`src/rtl/seg7_pkg.sv`:
```
// Shared constants for the 7-segment driver: hex glyph table and the dark pattern.
package seg7_pkg;

  localparam logic [6:0] SEG_OFF = 7'h7F;

  // Active-low segments g..a for a common-anode digit.
  function automatic logic [6:0] hex_to_seg(input logic [3:0] h);
    logic [6:0] s;
    case (h)
      4'h0: s = 7'h40;
      4'h1: s = 7'h79;
      4'h2: s = 7'h24;
      4'h3: s = 7'h30;
      4'h4: s = 7'h19;
      4'h5: s = 7'h12;
      4'h6: s = 7'h02;
      4'h7: s = 7'h78;
      4'h8: s = 7'h00;
      4'h9: s = 7'h10;
      4'hA: s = 7'h08;
      4'hB: s = 7'h03;
      4'hC: s = 7'h46;
      4'hD: s = 7'h21;
      4'hE: s = 7'h06;
      default: s = 7'h0E;
    endcase
    return s;
  endfunction

endpackage

```
`src/rtl/seg7_scan_timer.sv`:
```
// Scan timebase: 16 PWM sub-slots per digit slot, digit index, frame boundary and blink phase.
module seg7_scan_timer #(
  parameter int unsigned NUM_DIGITS   = 4,
  parameter int unsigned SCAN_DIV     = 262144,
  parameter int unsigned BLINK_FRAMES = 24,
  localparam int unsigned DIG_W = (NUM_DIGITS > 1) ? $clog2(NUM_DIGITS) : 1
) (
  input  logic             i_clk,
  input  logic             i_rst,
  output logic [3:0]       o_sub_idx,
  output logic [DIG_W-1:0] o_dig,
  output logic             o_fb,
  output logic             o_blink_phase
);

  localparam int unsigned SUB_DIV = SCAN_DIV / 16;
  localparam int unsigned SUB_W   = (SUB_DIV > 1) ? $clog2(SUB_DIV) : 1;
  localparam int unsigned FRM_W   = (BLINK_FRAMES > 1) ? $clog2(BLINK_FRAMES) : 1;

  logic [SUB_W-1:0] r_sub_cnt;
  logic [3:0]       r_sub_idx;
  logic [DIG_W-1:0] r_dig;
  logic [FRM_W-1:0] r_frame;
  logic             r_blink_phase;

  logic w_sub_tick;
  logic w_slot_tick;
  logic w_dig_last;
  logic w_fb;
  logic w_frm_last;

  assign w_sub_tick  = (r_sub_cnt == SUB_W'(SUB_DIV - 1));
  assign w_slot_tick = w_sub_tick && (r_sub_idx == 4'hF);
  assign w_dig_last  = (r_dig == DIG_W'(NUM_DIGITS - 1));
  assign w_fb        = w_slot_tick && w_dig_last;
  assign w_frm_last  = (r_frame == FRM_W'(BLINK_FRAMES - 1));

  always_ff @(posedge i_clk or posedge i_rst) begin
    if (i_rst) begin
      r_sub_cnt     <= '0;
      r_sub_idx     <= '0;
      r_dig         <= '0;
      r_frame       <= '0;
      r_blink_phase <= 1'b0;
    end else begin
      r_sub_cnt <= w_sub_tick ? '0 : r_sub_cnt + 1'b1;
      if (w_sub_tick)
        r_sub_idx <= r_sub_idx + 1'b1;
      if (w_slot_tick)
        r_dig <= w_dig_last ? '0 : r_dig + 1'b1;
      if (w_fb) begin
        if (w_frm_last) begin
          r_frame       <= '0;
          r_blink_phase <= ~r_blink_phase;
        end else begin
          r_frame <= r_frame + 1'b1;
        end
      end
    end
  end

  assign o_sub_idx     = r_sub_idx;
  assign o_dig         = r_dig;
  assign o_fb          = w_fb;
  assign o_blink_phase = r_blink_phase;

endmodule

```
`src/rtl/seg7_mux_driver.sv`:
```
// Time-multiplexed common-anode 7-segment driver with PWM brightness, blink/blank
// and double-buffered display data swapped only at the frame boundary.
module seg7_mux_driver
  import seg7_pkg::*;
#(
  parameter int unsigned NUM_DIGITS   = 4,
  parameter int unsigned SCAN_DIV     = 262144,
  parameter int unsigned BLINK_FRAMES = 24
) (
  input  logic                    clk,
  input  logic                    rst,
  input  logic [4*NUM_DIGITS-1:0] value,
  input  logic [NUM_DIGITS-1:0]   dp_en,
  input  logic [NUM_DIGITS-1:0]   blank,
  input  logic [NUM_DIGITS-1:0]   blink_en,
  input  logic [3:0]              bright,
  input  logic                    load,
  output logic                    busy,
  output logic                    frame_start,
  output logic [6:0]              seg_L,
  output logic                    dp_L,
  output logic [NUM_DIGITS-1:0]   anode_L
);

  localparam int unsigned DIG_W = (NUM_DIGITS > 1) ? $clog2(NUM_DIGITS) : 1;

  logic [3:0]       w_sub_idx;
  logic [DIG_W-1:0] w_dig;
  logic             w_fb;
  logic             w_blink_phase;

  seg7_scan_timer #(
    .NUM_DIGITS  (NUM_DIGITS),
    .SCAN_DIV    (SCAN_DIV),
    .BLINK_FRAMES(BLINK_FRAMES)
  ) u_timer (
    .i_clk        (clk),
    .i_rst        (rst),
    .o_sub_idx    (w_sub_idx),
    .o_dig        (w_dig),
    .o_fb         (w_fb),
    .o_blink_phase(w_blink_phase)
  );

  logic [4*NUM_DIGITS-1:0] r_act_value, r_pend_value;
  logic [NUM_DIGITS-1:0]   r_act_dp, r_pend_dp;
  logic [NUM_DIGITS-1:0]   r_act_blank, r_pend_blank;
  logic [NUM_DIGITS-1:0]   r_act_blink, r_pend_blink;
  logic                    r_busy;

  // A load coinciding with the boundary bypasses pending so it is never lost or delayed a frame.
  always_ff @(posedge clk or posedge rst) begin
    if (rst) begin
      r_act_value  <= '0;
      r_act_dp     <= '0;
      r_act_blank  <= '0;
      r_act_blink  <= '0;
      r_pend_value <= '0;
      r_pend_dp    <= '0;
      r_pend_blank <= '0;
      r_pend_blink <= '0;
      r_busy       <= 1'b0;
    end else if (w_fb) begin
      r_busy <= 1'b0;
      if (load) begin
        r_act_value <= value;
        r_act_dp    <= dp_en;
        r_act_blank <= blank;
        r_act_blink <= blink_en;
      end else if (r_busy) begin
        r_act_value <= r_pend_value;
        r_act_dp    <= r_pend_dp;
        r_act_blank <= r_pend_blank;
        r_act_blink <= r_pend_blink;
      end
    end else if (load) begin
      r_pend_value <= value;
      r_pend_dp    <= dp_en;
      r_pend_blank <= blank;
      r_pend_blink <= blink_en;
      r_busy       <= 1'b1;
    end
  end

  logic [3:0]            w_nib;
  logic                  w_vis;
  logic                  w_lit;
  logic [NUM_DIGITS-1:0] w_anode;

  assign w_nib = r_act_value[4*w_dig +: 4];
  assign w_vis = ~r_act_blank[w_dig] & ~(r_act_blink[w_dig] & w_blink_phase);
  assign w_lit = w_vis && (w_sub_idx <= bright);

  always_comb begin
    w_anode = '1;
    if (w_lit)
      w_anode[w_dig] = 1'b0;
  end

  logic [6:0]            r_seg;
  logic                  r_dp;
  logic [NUM_DIGITS-1:0] r_anode;
  logic                  r_frame_start;

  always_ff @(posedge clk or posedge rst) begin
    if (rst) begin
      r_seg         <= SEG_OFF;
      r_dp          <= 1'b1;
      r_anode       <= '1;
      r_frame_start <= 1'b0;
    end else begin
      r_seg         <= w_lit ? hex_to_seg(w_nib) : SEG_OFF;
      r_dp          <= w_lit ? ~r_act_dp[w_dig] : 1'b1;
      r_anode       <= w_anode;
      r_frame_start <= w_fb;
    end
  end

  assign busy        = r_busy;
  assign frame_start = r_frame_start;
  assign seg_L       = r_seg;
  assign dp_L        = r_dp;
  assign anode_L     = r_anode;

endmodule
```
`config.mk`:
```
export PLATFORM = sky130hd
export DESIGN_NAME = seg7_mux_driver
export DESIGN_NICKNAME = d
export VERILOG_FILES = /design/src/rtl/seg7_pkg.sv /design/src/rtl/seg7_scan_timer.sv /design/src/rtl/seg7_mux_driver.sv
export SDC_FILE = /design/constraint.sdc
export NUM_CORES = 1
export LEC_CHECK = 0
export CORE_AREA = 8 8 105 107
export CTS_BUF_LIST = sky130_fd_sc_hd__clkbuf_4 sky130_fd_sc_hd__clkbuf_8
export CTS_CLUSTER_DIAMETER = 40
export DETAILED_ROUTE_END_ITERATION = 8
export DIE_AREA = 0 0 113 115
export HOLD_SLACK_MARGIN = 0.06
export PLACE_DENSITY = 0.77
export SLEW_MARGIN = 20
export SYNTH_ARGS = -nofsm -noshare
export SYNTH_HDL_FRONTEND = slang
export SYNTH_SLANG_ARGS = --single-unit
```
`constraint.sdc`:
```
create_clock -name clk -period 6.6 [get_ports clk]
set_input_delay 0.99 -clock clk [delete_from_list [all_inputs] [get_ports clk]]
set_output_delay 0.99 -clock clk [all_outputs]
set_load 0.02 [all_outputs]
```
-- Word level (Yosys, flattened, before mapping)
Memory sizes are Yosys's and may differ from the RTL's.
Index checks and enable logic that the tools add are counted.
- register bits after elaboration: 96
- ROM bits: 112
- output and inout bits: 14
- logic and storage cells: 72
- memories: 1
- memory list (name ; depth ; width ; rd ports ; clocked after Yosys merged registers in ; write ports ; line ; source):
    (no name shown) ; 16 ; 7 ; 1 ; 0 ; 0 ; seg7_pkg.sv:9 ; case (h)
- $add $sub $neg: 4
- order comparisons: 3
- eq/ne operators: 4
- shift-type cells: 1
- mux-type cells: 24
- bitwise gates (word level): 8
- reductions and logical operators: 9
- operators with widths (cell ; count):
    $mux 16 ; 2
    $mux 4 ; 7
    $shiftx 16x5->4 ; 1
    $add 14x1->14 const B ; 1
    $eq 14x14->1 const B ; 1
    $mux 14 ; 1
    $mux 1 ; 7
    $mux 7 ; 1
    $bmux 1 s2 ; 3
    $reduce_and 2->1 ; 3
    $add 5x1->5 const B ; 1
    $eq 5x5->1 const B ; 1
    $mux 5 ; 1
    $not 1->1 ; 5
    $add 4x1->4 const B ; 1
    $eq 4x4->1 const B ; 1
    $le 4x4->1 ; 1
    $logic_and 1x1->1 ; 4
    $not 4->4 ; 1
    $reduce_bool 2->1 ; 2
    $lt 2x3->1 const B ; 1
    $add 2x1->2 const B ; 1
    $and 1x1->1 ; 2
    $demux 1 s2 ; 1
    3 further kinds ; 3

-- Logic depth before layout (Yosys ltp)
- depth in word-level cells: 7
- mapped depth: 9
- mapped depth without buffers: 8

-- Hierarchy
Synthesis repeated with hierarchy kept, for this count alone.
- cells, all modules: 387
- area total of the unflattened synthesis: 4598.2 sq um
- modules (own cells, without submodules) (module ; instances ; cells an instance ; area an instance (sq um) ; sequential area each (sq um)):
    seg7_mux_driver ; 1 ; 282 ; 3334.4 ; 1766.7
    seg7_scan_timer ; 1 ; 105 ; 1263.7 ; 650.6

-- Least setup slack after synthesis
Ideal clock, no wire load.
- kind: input to register
- start point: input bright[3]
- end point: register r_seg[2], in the netlist seg_L[2]
- arrival time: 2.053 ns
- path slack: 4.458 ns
- cell stages on the path: 7
- path buffers: 1
- cells stage by stage: inv_1 ha_1 a21oi_1 o21ai_0 a221oi_2 buf_4 o211ai_1
- word-level cells in the longest chain between the ends: 3
- ends and longest elaborated chain (element ; line ; source):
    start: declaration ; seg7_mux_driver.sv:16 ; input logic [3:0] bright,
    $le 4x4->1 ; seg7_mux_driver.sv:92 ; assign w_lit = w_vis && (w_sub_idx <= bright);
    $logic_and 1x1->1 ; seg7_mux_driver.sv:92 ;
    $mux 7 ; seg7_mux_driver.sv:112 ; r_seg <= w_lit ? hex_to_seg(w_nib) : SEG_OFF;
    end signal: assignment ; seg7_mux_driver.sv:112 ;
    end: declaration ; seg7_mux_driver.sv:100 ; logic [6:0] r_seg;
Every way passes these cells.
A chain may end at the register's enable or synchronous reset.

-- Worst setup path in the final report
- start point: input bright[3]
- end point: register r_seg[4], in the netlist seg_L[4]
The elaborated chain is that of the path after synthesis.

==> flow_metrics.env <==
export IMPL_status="finished, final reports clean"
export IMPL_yosysTopAreaCell="dfrtp_1"
export IMPL_final_hold_viol_count=0
export IMPL_synth_cells=388
export IMPL_wire_per_inst_um=15.07
export IMPL_ctsResizeCount=0
export IMPL_final_nets=484
export IMPL_drc=0
export IMPL_switchingPower_mw=0.2527
export IMPL_hpwl_mm=5.977
export IMPL_crit_path_start_kind="input port"
export IMPL_fin_cells=551
export IMPL_hold_class="reg -> reg"
export IMPL_core_sq_um=9459
export IMPL_grt_overflow_total=0
export IMPL_relSlewSlack=0.3843
export IMPL_vias=2909
export IMPL_critical_path_top_delay_family="compound AO/OA/AOI/OAI gates"
export IMPL_timing_fmax_ghz=0.3550
export IMPL_firstDrtPassIters=4
export IMPL_ir_drop_mv=0.09313
export IMPL_maxCapViolCount=0
export IMPL_synth_seq_area_share=0.5321
export IMPL_root_buffer="clkbuf_8"
export IMPL_netlist_area_sq_um=4543
export IMPL_io_buffer_count=48
export IMPL_reg2reg_slack_ps=4040
export IMPL_async_reset_ff_frac=1.000
export IMPL_htree_levels=3
export IMPL_path_cells="clkdlybuf4s50_1 -> inv_1 -> ha_1 -> a21oi_1 -> o21ai_0 -> a221oi_2 -> o311ai_0"
export IMPL_synth_area_leaders="dfrtp_1 (46%), mux2_2 (7.9%), mux2i_1 (7.7%)"
export IMPL_die_x_um=113
export IMPL_clockBufferDepth=2
export IMPL_syn_area_per_cell_sq_um=11.71
export IMPL_start_util=0.4803
export IMPL_grt_max_degree=63
export IMPL_grt_total_usage=0.1375
export IMPL_clkTransAtPathRegs_ps=90
export IMPL_diodes=0
export IMPL_setup_tns_ps=0
export IMPL_synthFlopType="dfrtp_1"
export IMPL_fin_area_sq_um=5301
export IMPL_slowest_delay_ps=740
export IMPL_tightest_slew_ps=923.5
export IMPL_cpMaxStageDelayCell="a221oi_2"
export IMPL_synth_cell_type_count=39
export IMPL_grt_pass1_wl_mm=14.20
export IMPL_place_congestion=0.7722
export IMPL_worst_path_buf_inv=2
export IMPL_clk_latency_ps=360
export IMPL_power_leakage_nw=2.352
export IMPL_dieArea_sq_um=13000
export IMPL_num_rows=36
export IMPL_cp_data_required_time_ps=6830
export IMPL_cts_hold_fix_buffers=0
export IMPL_ys_warn_count=0
export IMPL_antenna_found_initial=0
export IMPL_wirelength_mm=8.301
export IMPL_crit_arrival_ps=3050
export IMPL_p_per_area_nw_per_um2=206.1
export IMPL_syn_to_final_growth_pct=16.69
export IMPL_drive_above_1_share=0.1762
export IMPL_tritoncts="yes"
export IMPL_clock_power_share=0.361
export IMPL_rsz0062_at_grt="false"
export IMPL_fin_hold_ws_ps=457.8
export IMPL_grt_pass1_vias=2960
export IMPL_critical_path_class="in -> reg"
export IMPL_placedCellCount=535
export IMPL_skew_ps=9.643
export IMPL_seq_power_share=0.563
export IMPL_die_h_um=115
export IMPL_ant_nets=0
export IMPL_ys_seq_elements=96
export IMPL_cell_internal_pwr_mw=0.8397
export IMPL_finalCritPeriodShare=0.4268
export IMPL_via_per_inst=5.279
export IMPL_endpoint_kind="flop"
export IMPL_post_cts_buffers=0
export IMPL_period_minus_slack_ps=2817
export IMPL_synth_top_area_frac=0.4627
export IMPL_report_final_slew_viol_count=0
export IMPL_swShare=0.2313
export IMPL_synth_nets=440
export IMPL_pin_count=49
export IMPL_cts_buffers=9
export IMPL_place_area_sq_um=5096
export IMPL_numClockSinks=96
export IMPL_post_route_util=0.5605
export IMPL_p_comb_frac=0.076
export IMPL_drt_iter0_markers=111
export IMPL_synth_edff_count=0
export IMPL_worstPathMaxFanout=12
export IMPL_finalSetupViolations=0
## cells in the final DEF, fill, tap and decap left out, types with 2 or more instances in the layout
master / n
dfrtp_1: 84
nand2_1: 59
clkdlybuf4s50_1: 47
o21ai_0: 38
mux2i_1: 35
mux2_2: 32
ha_1: 17
nor2_1: 13
inv_1: 12
dfstp_2: 12
clkbuf_8: 10
xnor2_1: 9
xor2_1: 8
mux4_2: 6
nand4_1: 6
and3_1: 4
nand3_1: 4
a21oi_1: 3
nor3_1: 3
and4_1: 2
and4_4: 2
and2_1: 2
nand2b_1: 2
o221ai_1: 2
a21o_1: 2
o211ai_1: 2
clkinv_2: 2
clkinvlp_4: 2
buf_4: 2
## cells by family after synthesis
| group | share of synthesized area |
|---|---|
| compound gates | 0.06389 |
| buf+inv | 0.02947 |
| mux | 0.1862 |
| flops | 0.5321 |
| fa+ha+maj | 0.04682 |
| simple gates | 0.1088 |
| xor+xnor | 0.03277 |
## power by group through the flow
stage / logic [mW] / registers, mW / clock network (mW)
2_1_floorplan: 0.0485 / 0.626 / 0
3_3_place_gp: 0.0827 / 0.625 / 0
3_5_place_dp: 0.0850 / 0.627 / 0
4_1_cts: 0.0852 / 0.615 / 0.405
5_1_grt: 0.0917 / 0.617 / 0.428
6_report: 0.0827 / 0.615 / 0.395
## cell usage after synthesis, drive strengths merged, types with 2 or more instances
| master | instances |
|---|---|
| o221ai | 2 |
| clkbuf | 7 |
| mux4 | 6 |
| mux2i | 35 |
| and4 | 4 |
| nor2 | 13 |
| nand2b | 2 |
| mux2 | 32 |
| nand3 | 5 |
| nand2 | 60 |
| nand4 | 6 |
| dfstp | 12 |
| inv | 14 |
| and2 | 2 |
| nor3 | 3 |
| xor2 | 8 |
| and3 | 4 |
| dfrtp | 84 |
| xnor2 | 9 |
| ha | 17 |
| buf | 10 |
| a21oi | 3 |
| o21ai | 38 |
| a21o | 2 |
| o211ai | 2 |
## sequential cells by signal, indices dropped and copies added, names as in the netlist, 5 cells and up
name / flops
r_act_value: 16
r_pend_value: 16
u_timer.r_sub_cnt: 14
seg_L: 7
u_timer.r_frame: 5
## final cells by class
| class | count | area (sq um) |
|---|---|---|
| inverter | 14 | 53.80 |
| timing repair buffer | 50 | 490.5 |
| sequential | 96 | 2417 |
| tap | 114 | 142.6 |
| multi-input combinational | 261 | 1992 |
| clock inverter | 6 | 67.56 |
| clock buffer | 10 | 137.6 |
| fill | 798 | 4158 |
## path summary, 6_finish.rpt
check                                               startpoint                             end  cells after the start
worst min register to register  u_timer.r_sub_cnt[0]$_DFF_PP0_  u_timer.r_sub_cnt[0]$_DFF_PP0_                      1
min in group asynchronous                                  rst     r_pend_blank[0]$_DFFE_PP0P_                      2
worst max-delay path                                 bright[3]              seg_L[4]$_DFF_PP1_                      7
worst max register to register    u_timer.o_dig[0]$_DFFE_PP0N_              seg_L[4]$_DFF_PP1_                      3
worst min-delay path            u_timer.r_sub_cnt[0]$_DFF_PP0_  u_timer.r_sub_cnt[0]$_DFF_PP0_                      1
max in group asynchronous                                  rst         r_act_dp[2]$_DFFE_PP0P_                      3
## metrics by stage
stage	worst slack, ps	power, mW
after global placement	3454	0.7080
after global routing	3508	1.137
after detailed placement	3383	0.7116
final	3783	1.092
after CTS	3780	1.105
after floorplan	3124	0.6744
## per-layer routing
metal	vias up	global-route usage	share of wire
met5	-	0	0
met4	0	0.06217	0.021
met3	11	0.04254	0.050
met2	48	0.2214	0.48
met1	1414	0.1668	0.45
li1	1436	-	-
## worst register-to-register path, delay by kind of cell (launching register included)
kind | cells | cell delay (ps)
multiplexers | 1 | 650
AO/OA/AOI/OAI | 2 | 1030
flip-flops | 1 | 750
(Power assumes the default switching activity.)
